File: src/rtl/mc_pkg.sv
// Shared definitions for the multicycle MIPS main control: state codes,
// opcodes and the datapath select encodings driven by the controller.
package mc_pkg;

  typedef enum logic [3:0] {
    S_RESET  = 4'd0,
    S_FETCH  = 4'd1,
    S_DECODE = 4'd2,
    S_MEMADR = 4'd3,
    S_MEMRD  = 4'd4,
    S_MEMWB  = 4'd5,
    S_MEMWR  = 4'd6,
    S_RTEX   = 4'd7,
    S_RTWB   = 4'd8,
    S_BEQEX  = 4'd9,
    S_ADDIEX = 4'd10,
    S_ADDIWB = 4'd11,
    S_JEX    = 4'd12
  } state_t;

  localparam logic [5:0] OP_RTYPE = 6'b000000;
  localparam logic [5:0] OP_LW    = 6'b100011;
  localparam logic [5:0] OP_SW    = 6'b101011;
  localparam logic [5:0] OP_BEQ   = 6'b000100;
  localparam logic [5:0] OP_ADDI  = 6'b001000;
  localparam logic [5:0] OP_J     = 6'b000010;

  localparam logic [1:0] ALUOP_ADD   = 2'b00;
  localparam logic [1:0] ALUOP_SUB   = 2'b01;
  localparam logic [1:0] ALUOP_FUNCT = 2'b10;

  localparam logic [1:0] SRCB_REGB    = 2'b00;
  localparam logic [1:0] SRCB_FOUR    = 2'b01;
  localparam logic [1:0] SRCB_IMM     = 2'b10;
  localparam logic [1:0] SRCB_IMM_SH2 = 2'b11;

  localparam logic [1:0] PCSRC_ALU    = 2'b00;
  localparam logic [1:0] PCSRC_ALUOUT = 2'b01;
  localparam logic [1:0] PCSRC_JUMP   = 2'b10;

endpackage

File: src/rtl/mc_main_control.sv
// Multicycle MIPS main control FSM: sequences fetch/decode/execute/memory/
// writeback enables from the opcode, stalling memory steps until MemReady.
module mc_main_control
  import mc_pkg::*;
#(
  parameter int USE_MEM_READY = 1,
  parameter int STATE_W       = 4
) (
  input  logic       clk,
  input  logic       reset,
  input  logic [5:0] Opcode,
  input  logic       MemReady,
  output logic [1:0] ALUOp,
  output logic       ALUSrcA,
  output logic [1:0] ALUSrcB,
  output logic       IorD,
  output logic       MemRead,
  output logic       MemWrite,
  output logic       IRWrite,
  output logic       RegDst,
  output logic       MemtoReg,
  output logic       RegWrite,
  output logic       PCWrite,
  output logic       Branch,
  output logic [1:0] PCSrc,
  output logic       IllegalOp
);

  localparam logic [STATE_W-1:0] ST_RESET  = STATE_W'(S_RESET);
  localparam logic [STATE_W-1:0] ST_FETCH  = STATE_W'(S_FETCH);
  localparam logic [STATE_W-1:0] ST_DECODE = STATE_W'(S_DECODE);
  localparam logic [STATE_W-1:0] ST_MEMADR = STATE_W'(S_MEMADR);
  localparam logic [STATE_W-1:0] ST_MEMRD  = STATE_W'(S_MEMRD);
  localparam logic [STATE_W-1:0] ST_MEMWB  = STATE_W'(S_MEMWB);
  localparam logic [STATE_W-1:0] ST_MEMWR  = STATE_W'(S_MEMWR);
  localparam logic [STATE_W-1:0] ST_RTEX   = STATE_W'(S_RTEX);
  localparam logic [STATE_W-1:0] ST_RTWB   = STATE_W'(S_RTWB);
  localparam logic [STATE_W-1:0] ST_BEQEX  = STATE_W'(S_BEQEX);
  localparam logic [STATE_W-1:0] ST_ADDIEX = STATE_W'(S_ADDIEX);
  localparam logic [STATE_W-1:0] ST_ADDIWB = STATE_W'(S_ADDIWB);
  localparam logic [STATE_W-1:0] ST_JEX    = STATE_W'(S_JEX);

  logic [STATE_W-1:0] state_reg;
  logic [STATE_W-1:0] state_next;
  logic               mem_ready;

  // With the handshake disabled every memory access completes in one cycle.
  assign mem_ready = (USE_MEM_READY != 0) ? MemReady : 1'b1;

  always_ff @(posedge clk or posedge reset) begin
    if (reset) state_reg <= ST_RESET;
    else       state_reg <= state_next;
  end

  always_comb begin
    state_next = ST_FETCH;
    ALUOp      = ALUOP_ADD;
    ALUSrcA    = 1'b0;
    ALUSrcB    = SRCB_REGB;
    IorD       = 1'b0;
    MemRead    = 1'b0;
    MemWrite   = 1'b0;
    IRWrite    = 1'b0;
    RegDst     = 1'b0;
    MemtoReg   = 1'b0;
    RegWrite   = 1'b0;
    PCWrite    = 1'b0;
    Branch     = 1'b0;
    PCSrc      = PCSRC_ALU;
    IllegalOp  = 1'b0;

    case (state_reg)
      ST_RESET: state_next = ST_FETCH;
      ST_FETCH: begin
        MemRead    = 1'b1;
        ALUSrcB    = SRCB_FOUR;
        IRWrite    = mem_ready;
        PCWrite    = mem_ready;
        state_next = mem_ready ? ST_DECODE : ST_FETCH;
      end
      ST_DECODE: begin
        // Branch target is precomputed here while the opcode is decoded.
        ALUSrcB = SRCB_IMM_SH2;
        case (Opcode)
          OP_LW, OP_SW: state_next = ST_MEMADR;
          OP_RTYPE:     state_next = ST_RTEX;
          OP_BEQ:       state_next = ST_BEQEX;
          OP_ADDI:      state_next = ST_ADDIEX;
          OP_J:         state_next = ST_JEX;
          default: begin
            IllegalOp  = 1'b1;
            state_next = ST_FETCH;
          end
        endcase
      end
      ST_MEMADR: begin
        ALUSrcA = 1'b1;
        ALUSrcB = SRCB_IMM;
        if (Opcode == OP_LW)      state_next = ST_MEMRD;
        else if (Opcode == OP_SW) state_next = ST_MEMWR;
        else                      state_next = ST_FETCH;
      end
      ST_MEMRD: begin
        MemRead    = 1'b1;
        IorD       = 1'b1;
        state_next = mem_ready ? ST_MEMWB : ST_MEMRD;
      end
      ST_MEMWB: begin
        RegWrite = 1'b1;
        MemtoReg = 1'b1;
      end
      ST_MEMWR: begin
        MemWrite   = 1'b1;
        IorD       = 1'b1;
        state_next = mem_ready ? ST_FETCH : ST_MEMWR;
      end
      ST_RTEX: begin
        ALUSrcA    = 1'b1;
        ALUOp      = ALUOP_FUNCT;
        state_next = ST_RTWB;
      end
      ST_RTWB: begin
        RegWrite = 1'b1;
        RegDst   = 1'b1;
      end
      ST_BEQEX: begin
        ALUSrcA = 1'b1;
        ALUOp   = ALUOP_SUB;
        Branch  = 1'b1;
        PCSrc   = PCSRC_ALUOUT;
      end
      ST_ADDIEX: begin
        ALUSrcA    = 1'b1;
        ALUSrcB    = SRCB_IMM;
        state_next = ST_ADDIWB;
      end
      ST_ADDIWB: RegWrite = 1'b1;
      ST_JEX: begin
        PCWrite = 1'b1;
        PCSrc   = PCSRC_JUMP;
      end
      default: state_next = ST_FETCH;
    endcase
  end

endmodule
File: config.mk
export PLATFORM = sky130hd
export DESIGN_NAME = mc_main_control
export DESIGN_NICKNAME = d
export VERILOG_FILES = /design/src/rtl/mc_pkg.sv /design/src/rtl/mc_main_control.sv
export SDC_FILE = /design/constraint.sdc
export NUM_CORES = 1
export LEC_CHECK = 0
export BUFFER_PORTS_ARGS = -buffer_cell sky130_fd_sc_hd__buf_2
export CORE_AREA = 2 2 39 41
export CTS_BUF_LIST = sky130_fd_sc_hd__clkbuf_8
export DETAILED_ROUTE_END_ITERATION = 10
export DIE_AREA = 0 0 41 43
export PLACE_DENSITY = 0.76
export SLEW_MARGIN = 20
export SYNTH_ARGS = -nofsm -noshare
export SYNTH_HDL_FRONTEND = slang
export SYNTH_SLANG_ARGS = --single-unit
File: constraint.sdc
create_clock -name clk -period 1.9 [get_ports clk]
set_clock_uncertainty 0.05 [all_clocks]
set_input_delay 0.095 -clock clk [delete_from_list [all_inputs] [get_ports clk]]
set_output_delay 0.095 -clock clk [all_outputs]
set_load 0.05 [all_outputs]
==> qor.csv, run 1 <==
stage,metric,value,unit
min_path,worst hold endpoint,state_reg[2]$_DFF_PP0_,
floorplan,Rows,14,
synthesis,"Seq/Total Area, Yosys",19.5,%
clock_network,clk root buf,clkbuf_8,
floorplan,Die Height,43,um
clock_network,hold_buf cts,1,
critical_path,CP cell instances,"nand2b_1, nor2_1, a21oi_1, o22ai_1, buf_2",
finish,layout net count,110,
global_routing,pin count of the biggest net entering global routing,15,
critical_path,Max Fanout on Critical Path,8,
power,Sw Share,53.7,%
floorplan,Initial Util,37.2,%
synthesis,Syn Inst Count,73,
global_routing,global-route wire length before repair,2150,um
routing,routed len/inst,12.0,um
finish,antenna cells,0,
routing,"antenna viol nets, final",0,
routing,drt via density,5.32,
routing,Post-route DRC,0,
sta,RSZ-0062 raised after global routing,no,
global_routing,vias in the first global route,510,
floorplan,Die X,41,um
critical_path,r2r setup slk,0.20,ns
synthesis,yosys warns,0,
min_path,Hold Crit Start,Opcode[3],
critical_path,Crit. End Element,primary output,
sta,Max Slew Vio Count,0,
critical_path,worst r2r src,state_reg[2]$_DFF_PP0_,
clock_network,post-CTS setup buffers,0,
global_routing,total track usage,18.0,%
min_path,Tightest Hold Check Type,in2reg,
power,switching power,0.462,mW
place,DP Wirelength,1050,um
sta,Slew @ Worst Pin,0.265,ns
critical_path,crit start category,flop,
clock_network,post-CTS sizing,0,
sta,WHS,0.131,ns
floorplan,die area,0.00176,sq mm
synthesis,synthesized area per cell,7.04,sq um
critical_path,CP peak stage delay,0.45,ns
clock_network,CTS tree,done,
finish,Synth-to-Final Area Change,36.7,%
job,Max Cap Viol,0,
status,status,finished clean,
power,Clk network pwr share,20.8,%
sta,Final period util,92.6,%
sta,f_max,568,MHz
global_routing,GRT Residual Overflow,0,
power,Leak,0.350,nW
place,IO buf count,25,
synthesis,post-synthesis net count,82,
synthesis,synth unique cells,30,
sta,final setup vio count,0,
sta,Rel. slew slack,82.2,%
power,power consumption,0.860,mW
sta,final hold vios,0,
clock_network,number of buffers created by CTS,3,
routing,drt pass-1 iters,4,
sta,Tmin final,1.76,ns
power,Comb pwr share,65.8,%
routing,DRC marker count from the first detailed-route iteration,5,
clock_network,CTS H-tree lvls,1,
synthesis,#FFs+latches synth,4,
clock_network,worst-skew pair later-pin latency,0.22,ns
routing,Vias,612,
power,Worst VDD drop,404,uV
floorplan,# IOs,26,
critical_path,Critical Path Start,state_reg[2]$_DFF_PP0_,
finish,"commonest non-fill, non-tap cells in the layout","buf_2, nor2_1, nand2b_1, o21ai_0",
power,Cell Pwr Density,1220,mW/mm^2
sta,total negative slack,0,ns
power,internal power,0.399,mW
clock_network,clk buf depth,2,
floorplan,core footprint,0.00138,sq mm
power,Flop pwr share,13.5,%
min_path,hold depth,2,
synthesis,post-synthesis instance area,514,sq um
place,Routability Congestion,0.844,
clock_network,TritonCTS Sinks,4,
global_routing,initial antenna violation count,0,
critical_path,Setup CP Type,reg2out,
critical_path,Reg-to-Reg End,state_reg[2]$_DFF_PP0_,
critical_path,R2R cell count,4,
finish,max reg flops,4,
finish,final core occ,50.8,%
critical_path,Worst Path Arrival,1.61,ns
routing,"wirelength, routed",1380,um
clock_network,clk slew on worst S/H paths,0.03,ns
critical_path,slowest stage cell on the critical path,dfrtp_1,
critical_path,CP required,1.75,ns
finish,proportion of layout cells with a drive suffix above 1,36.4,%
finish,"most common cell after layout, fill and taps aside",buf_2,
-- cell usage after synthesis --
cell type	count	area (sq um)
nor2_1	9	33.8
nand2b_1	7	43.8
o21ai_0	7	35.0
a21oi_1	5	25.0
inv_1	5	18.8
nor3_1	5	25.0
dfrtp_1	4	100
clkbuf_1	3	11.3
a21boi_0	2	15.0
buf_4	2	15.0
nand2_1	2	7.51
nand4b_1	2	17.5
nor2b_1	2	12.5
xnor2_1	2	17.5
a211o_1	1	8.76
a21o_1	1	7.51
a32oi_1	1	8.76
and3_2	1	7.51
buf_6	1	11.3
maj3_2	1	11.3
nor3b_1	1	7.51
nor4_1	1	6.26
o211ai_1	1	7.51
o22ai_1	1	6.26
o31ai_2	1	12.5
o32ai_1	1	8.76
or3_1	1	6.26
or4_1	1	7.51
or4b_1	1	10.0
xor2_1	1	8.76
-- power groups by stage --
stage	Combinational [mW]	Clock (mW)	Sequential, mW
CTS	0.562	0.182	0.116
global route	0.601	0.181	0.117
floorplan	0.425	0	0.123
finish	0.566	0.179	0.116
detailed placement	0.559	0	0.117
global placement	0.551	0	0.116
-- kinds of logic after synthesis --
family,count (synthesis),share of synthesized area (%)
DFF,4,19.5
adders and majority gates,1,2.19
xor gates and xnor gates,3,5.11
and+or+nand+nor,33,36.0
buffers and inverters,11,10.9
AOI/OAI and AO/OA,21,26.3
-- per-stage QoR --
step	setup WS, ns	instances	cell area [sq um]
2_1_floorplan	-0.0609	73	522
3_3_place_gp	0.300	111	652
3_5_place_dp	0.238	111	652
4_1_cts	0.167	115	703
5_1_grt	0.0701	115	703
6_report	0.140	115	703
-- worst max-delay path: cells and delay by family, from the launching register on --
kind	cells	cell delay [ns]
flip-flops	1	0.45
buffers and inverters	1	0.29
AND/OR/NAND/NOR	2	0.45
AO/OA/AOI/OAI	2	0.20
-- area by class of cell --
cell class | instances | area [sq um]
fillers | 147 | 681
multi-input cells | 58 | 365
repair buffers | 29 | 158
flip-flops and latches | 4 | 100
clock buffers | 3 | 41.3
well taps | 16 | 20.0
inverters | 5 | 18.8
-- worst max path at each step --
stage	depth (start not counted)	end	slack, ns
global placement	4	state_reg[2]$_DFF_PP0_	0.30
finish	5	RegWrite	0.14
detailed placement	4	state_reg[2]$_DFF_PP0_	0.24
CTS	5	RegWrite	0.17
floorplan	3	MemRead	-0.06
global route	5	RegWrite	0.07
-- layer usage --
| metal | vias up | wire, um | GRT usage [%] |
|---|---|---|---|
| met5 | - | 0 | 0 |
| met4 | 0 | 11 | 12.0 |
| met3 | 2 | 77 | 3.14 |
| met2 | 22 | 653 | 26.9 |
| met1 | 277 | 632 | 22.5 |
| li1 | 311 | - | - |
(Power assumes the default switching activity.)
==> run 2, diff against run 1 <==
- PLACE_DENSITY: 0.76 -> 0.78
- clock period: 1.9 -> 1.59 ns (I/O delays scaled with it)
==> run 2 against run 1 <==
  * The flow now finishes with violations (setup timing)
  * Final cell count rose by 11%
  * Flip-flop and latch count stayed put
  * Non-clock buffer count rose by 13
  * Largest cell class unchanged
  * Highest routed layer unchanged
==> qor.csv, run 2 (synthesized netlist as in run 1, its figures left out) <==
stage,metric,value,unit,change
global_routing,initial antenna violation count,0,,unchanged
clock_network,worst-skew pair later-pin latency,0.22,ns,about the same
routing,routed len/inst,13.0,um,+8.5%
clock_network,number of buffers created by CTS,3,,unchanged
critical_path,CP endpoint,state_reg[0]$_DFF_PP0_,,
status,status,"finished, violations left",,
critical_path,Worst Path Arrival,1.64,ns,+0.03 ns
finish,max reg flops,4,,unchanged
critical_path,r2r setup slk,-0.01,ns,-0.21 ns
power,Worst VDD drop,567,uV,+40%
place,IO buf count,25,,unchanged
status,failing checks,setup timing,,
finish,Sequential Area,100,sq um,unchanged
critical_path,slowest stage cell on the critical path,dfrtp_1,,
power,internal power,0.563,mW,+41%
clock_network,CTS H-tree lvls,1,,unchanged
critical_path,R2R cell count,5,,+1
power,Flop pwr share,11.7,%,-1.8 points
power,Clk network pwr share,18.8,%,-2.0 points
global_routing,GRT Residual Overflow,0,,unchanged
min_path,Tightest Hold Check Type,in2reg,,
min_path,hold depth,3,,+1
critical_path,CP required,1.63,ns,-0.12 ns
power,Cell Pwr Density,1280,mW/mm^2,+4.6%
global_routing,global-route wire length before repair,2410,um,+12%
floorplan,Die X,41,um,unchanged
floorplan,# IOs,26,,unchanged
power,switching power,0.612,mW,+33%
floorplan,Die Height,43,um,unchanged
critical_path,CP cell instances,"buf_4, nand2b_1, nor4_2, nor3_1, a211o_1",,
clock_network,clk buf depth,2,,unchanged
floorplan,core footprint,0.00138,sq mm,unchanged
clock_network,clk root buf,clkbuf_8,,
critical_path,Setup CP Type,reg2reg,,
sta,final hold vios,0,,unchanged
sta,Tmin final,1.60,ns,
critical_path,Crit. End Element,flop,,
critical_path,Max Fanout on Critical Path,3,,-5
sta,final setup vio count,1,,+1
power,Leak,0.434,nW,+24%
routing,drt via density,5.31,,-0.17%
finish,final core occ,66.4,%,+16 points
sta,Final period util,101,%,
power,Sw Share,52.1,%,-1.6 points
clock_network,TritonCTS Sinks,4,,unchanged
critical_path,worst r2r src,state_reg[2]$_DFF_PP0_,,
job,Max Cap Viol,0,,unchanged
finish,"most common cell after layout, fill and taps aside",buf_2,,
floorplan,Rows,14,,unchanged
critical_path,CP peak stage delay,0.41,ns,-0.04 ns
finish,Synth-to-Final Area Change,78.6,%,
global_routing,pin count of the biggest net entering global routing,15,,unchanged
place,DP Wirelength,1170,um,+12%
global_routing,vias in the first global route,588,,+15%
routing,DRC marker count from the first detailed-route iteration,1,,-4
floorplan,Initial Util,37.2,%,unchanged
clock_network,CTS tree,done,,
place,Routability Congestion,0.892,,+5.7%
finish,proportion of layout cells with a drive suffix above 1,55.4,%,+19 points
critical_path,crit start category,flop,,
finish,antenna cells,0,,unchanged
sta,RSZ-0062 raised after global routing,yes,,
power,Comb pwr share,69.5,%,+3.7 points
sta,Slew @ Worst Pin,0.244,ns,-0.0208 ns
critical_path,Critical Path Start,state_reg[2]$_DFF_PP0_,,
finish,Multi-input gate area,438,sq um,+20%
routing,Post-route DRC,0,,unchanged
finish,fillers,126,,-14%
routing,Vias,680,,+11%
clock_network,clk slew on worst S/H paths,0.03,ns,about the same
routing,"wirelength, routed",1660,um,+21%
sta,WHS,0.179,ns,+0.0488 ns
global_routing,total track usage,19.8,%,+1.8 points
min_path,Hold Crit Start,Opcode[3],,
critical_path,Reg-to-Reg End,state_reg[0]$_DFF_PP0_,,
sta,worst setup margin,-0.00962,ns,-0.150 ns
sta,Rel. slew slack,83.6,%,+1.4 points
floorplan,die area,0.00176,sq mm,unchanged
routing,drt pass-1 iters,2,,-2
sta,f_max,625,MHz,
routing,"antenna viol nets, final",0,,unchanged
finish,layout net count,123,,+12%
finish,"commonest non-fill, non-tap cells in the layout","buf_2, buf_4, nor2_1, buf_6",,
sta,Max Slew Vio Count,0,,unchanged
-- run 2: through the flow --
stage | power (mW) | setup slack (ns) | cell area (sq um) | instances | setup TNS [ns]
after floorplan | 0.673 | -0.355 | 533 | 73 | -1.69
after global placement | 0.844 | 0.0746 | 738 | 121 | 0
after detailed placement | 0.856 | 0.0242 | 738 | 121 | 0
after CTS | 1.12 | 0.000420 | 830 | 125 | 0
after global routing | 1.23 | -0.0497 | 918 | 128 | -0.223
final | 1.18 | -0.00962 | 918 | 128 | -0.00962
-- run 2: area by class of cell --
cell class,count,share of cell area (%)
clock buffer,3,4.50
sequential,4,10.9
timing repair buffer,42,32.7
inverter,5,2.04
tap,16,2.18
multi-input combinational,58,47.7
-- run 2: worst min path at each step --
| stage | slack (ns) | endpoint |
|---|---|---|
| global route | 0.19 | state_reg[2]$_DFF_PP0_ |
| floorplan | -0.20 | state_reg[0]$_DFF_PP0_ |
| global placement | -0.09 | state_reg[3]$_DFF_PP0_ |
| detailed placement | -0.09 | state_reg[0]$_DFF_PP0_ |
| CTS | 0.16 | state_reg[2]$_DFF_PP0_ |
| finish | 0.18 | state_reg[2]$_DFF_PP0_ |
-- run 2: power by group through the flow --
stage	clock network (mW)	logic (mW)	registers [mW]
final	0.220	0.817	0.138
after global routing	0.229	0.864	0.140
after CTS	0.226	0.758	0.135
after detailed placement	0	0.720	0.136
after global placement	0	0.708	0.137
after floorplan	0	0.526	0.147
-- run 2: layer usage --
metal	vias to the layer above	GRT usage (%)	part of all wire [%]
li1	336	-	-
met1	313	21.4	38
met2	25	32.5	53
met3	6	3.66	4.9
met4	0	13.3	4.1
met5	-	0	0
-- run 2: worst max-delay path: cells and delay by family, from the launching register on --
kind	cells	cell delay, ns
compound gates	1	0.29
buf+inv	1	0.15
flops	1	0.41
simple gates	3	0.57
-- run 2: timing repair --
item | CTS | global route
hold endpoints to repair | 4 | 0
pin swaps | 2 | 2
hold buffers | 1 | 0
setup buffers | 0 | 3
resized for setup | 11 | 17
gates cloned | 0 | 0
setup endpoints to repair | 7 | 11
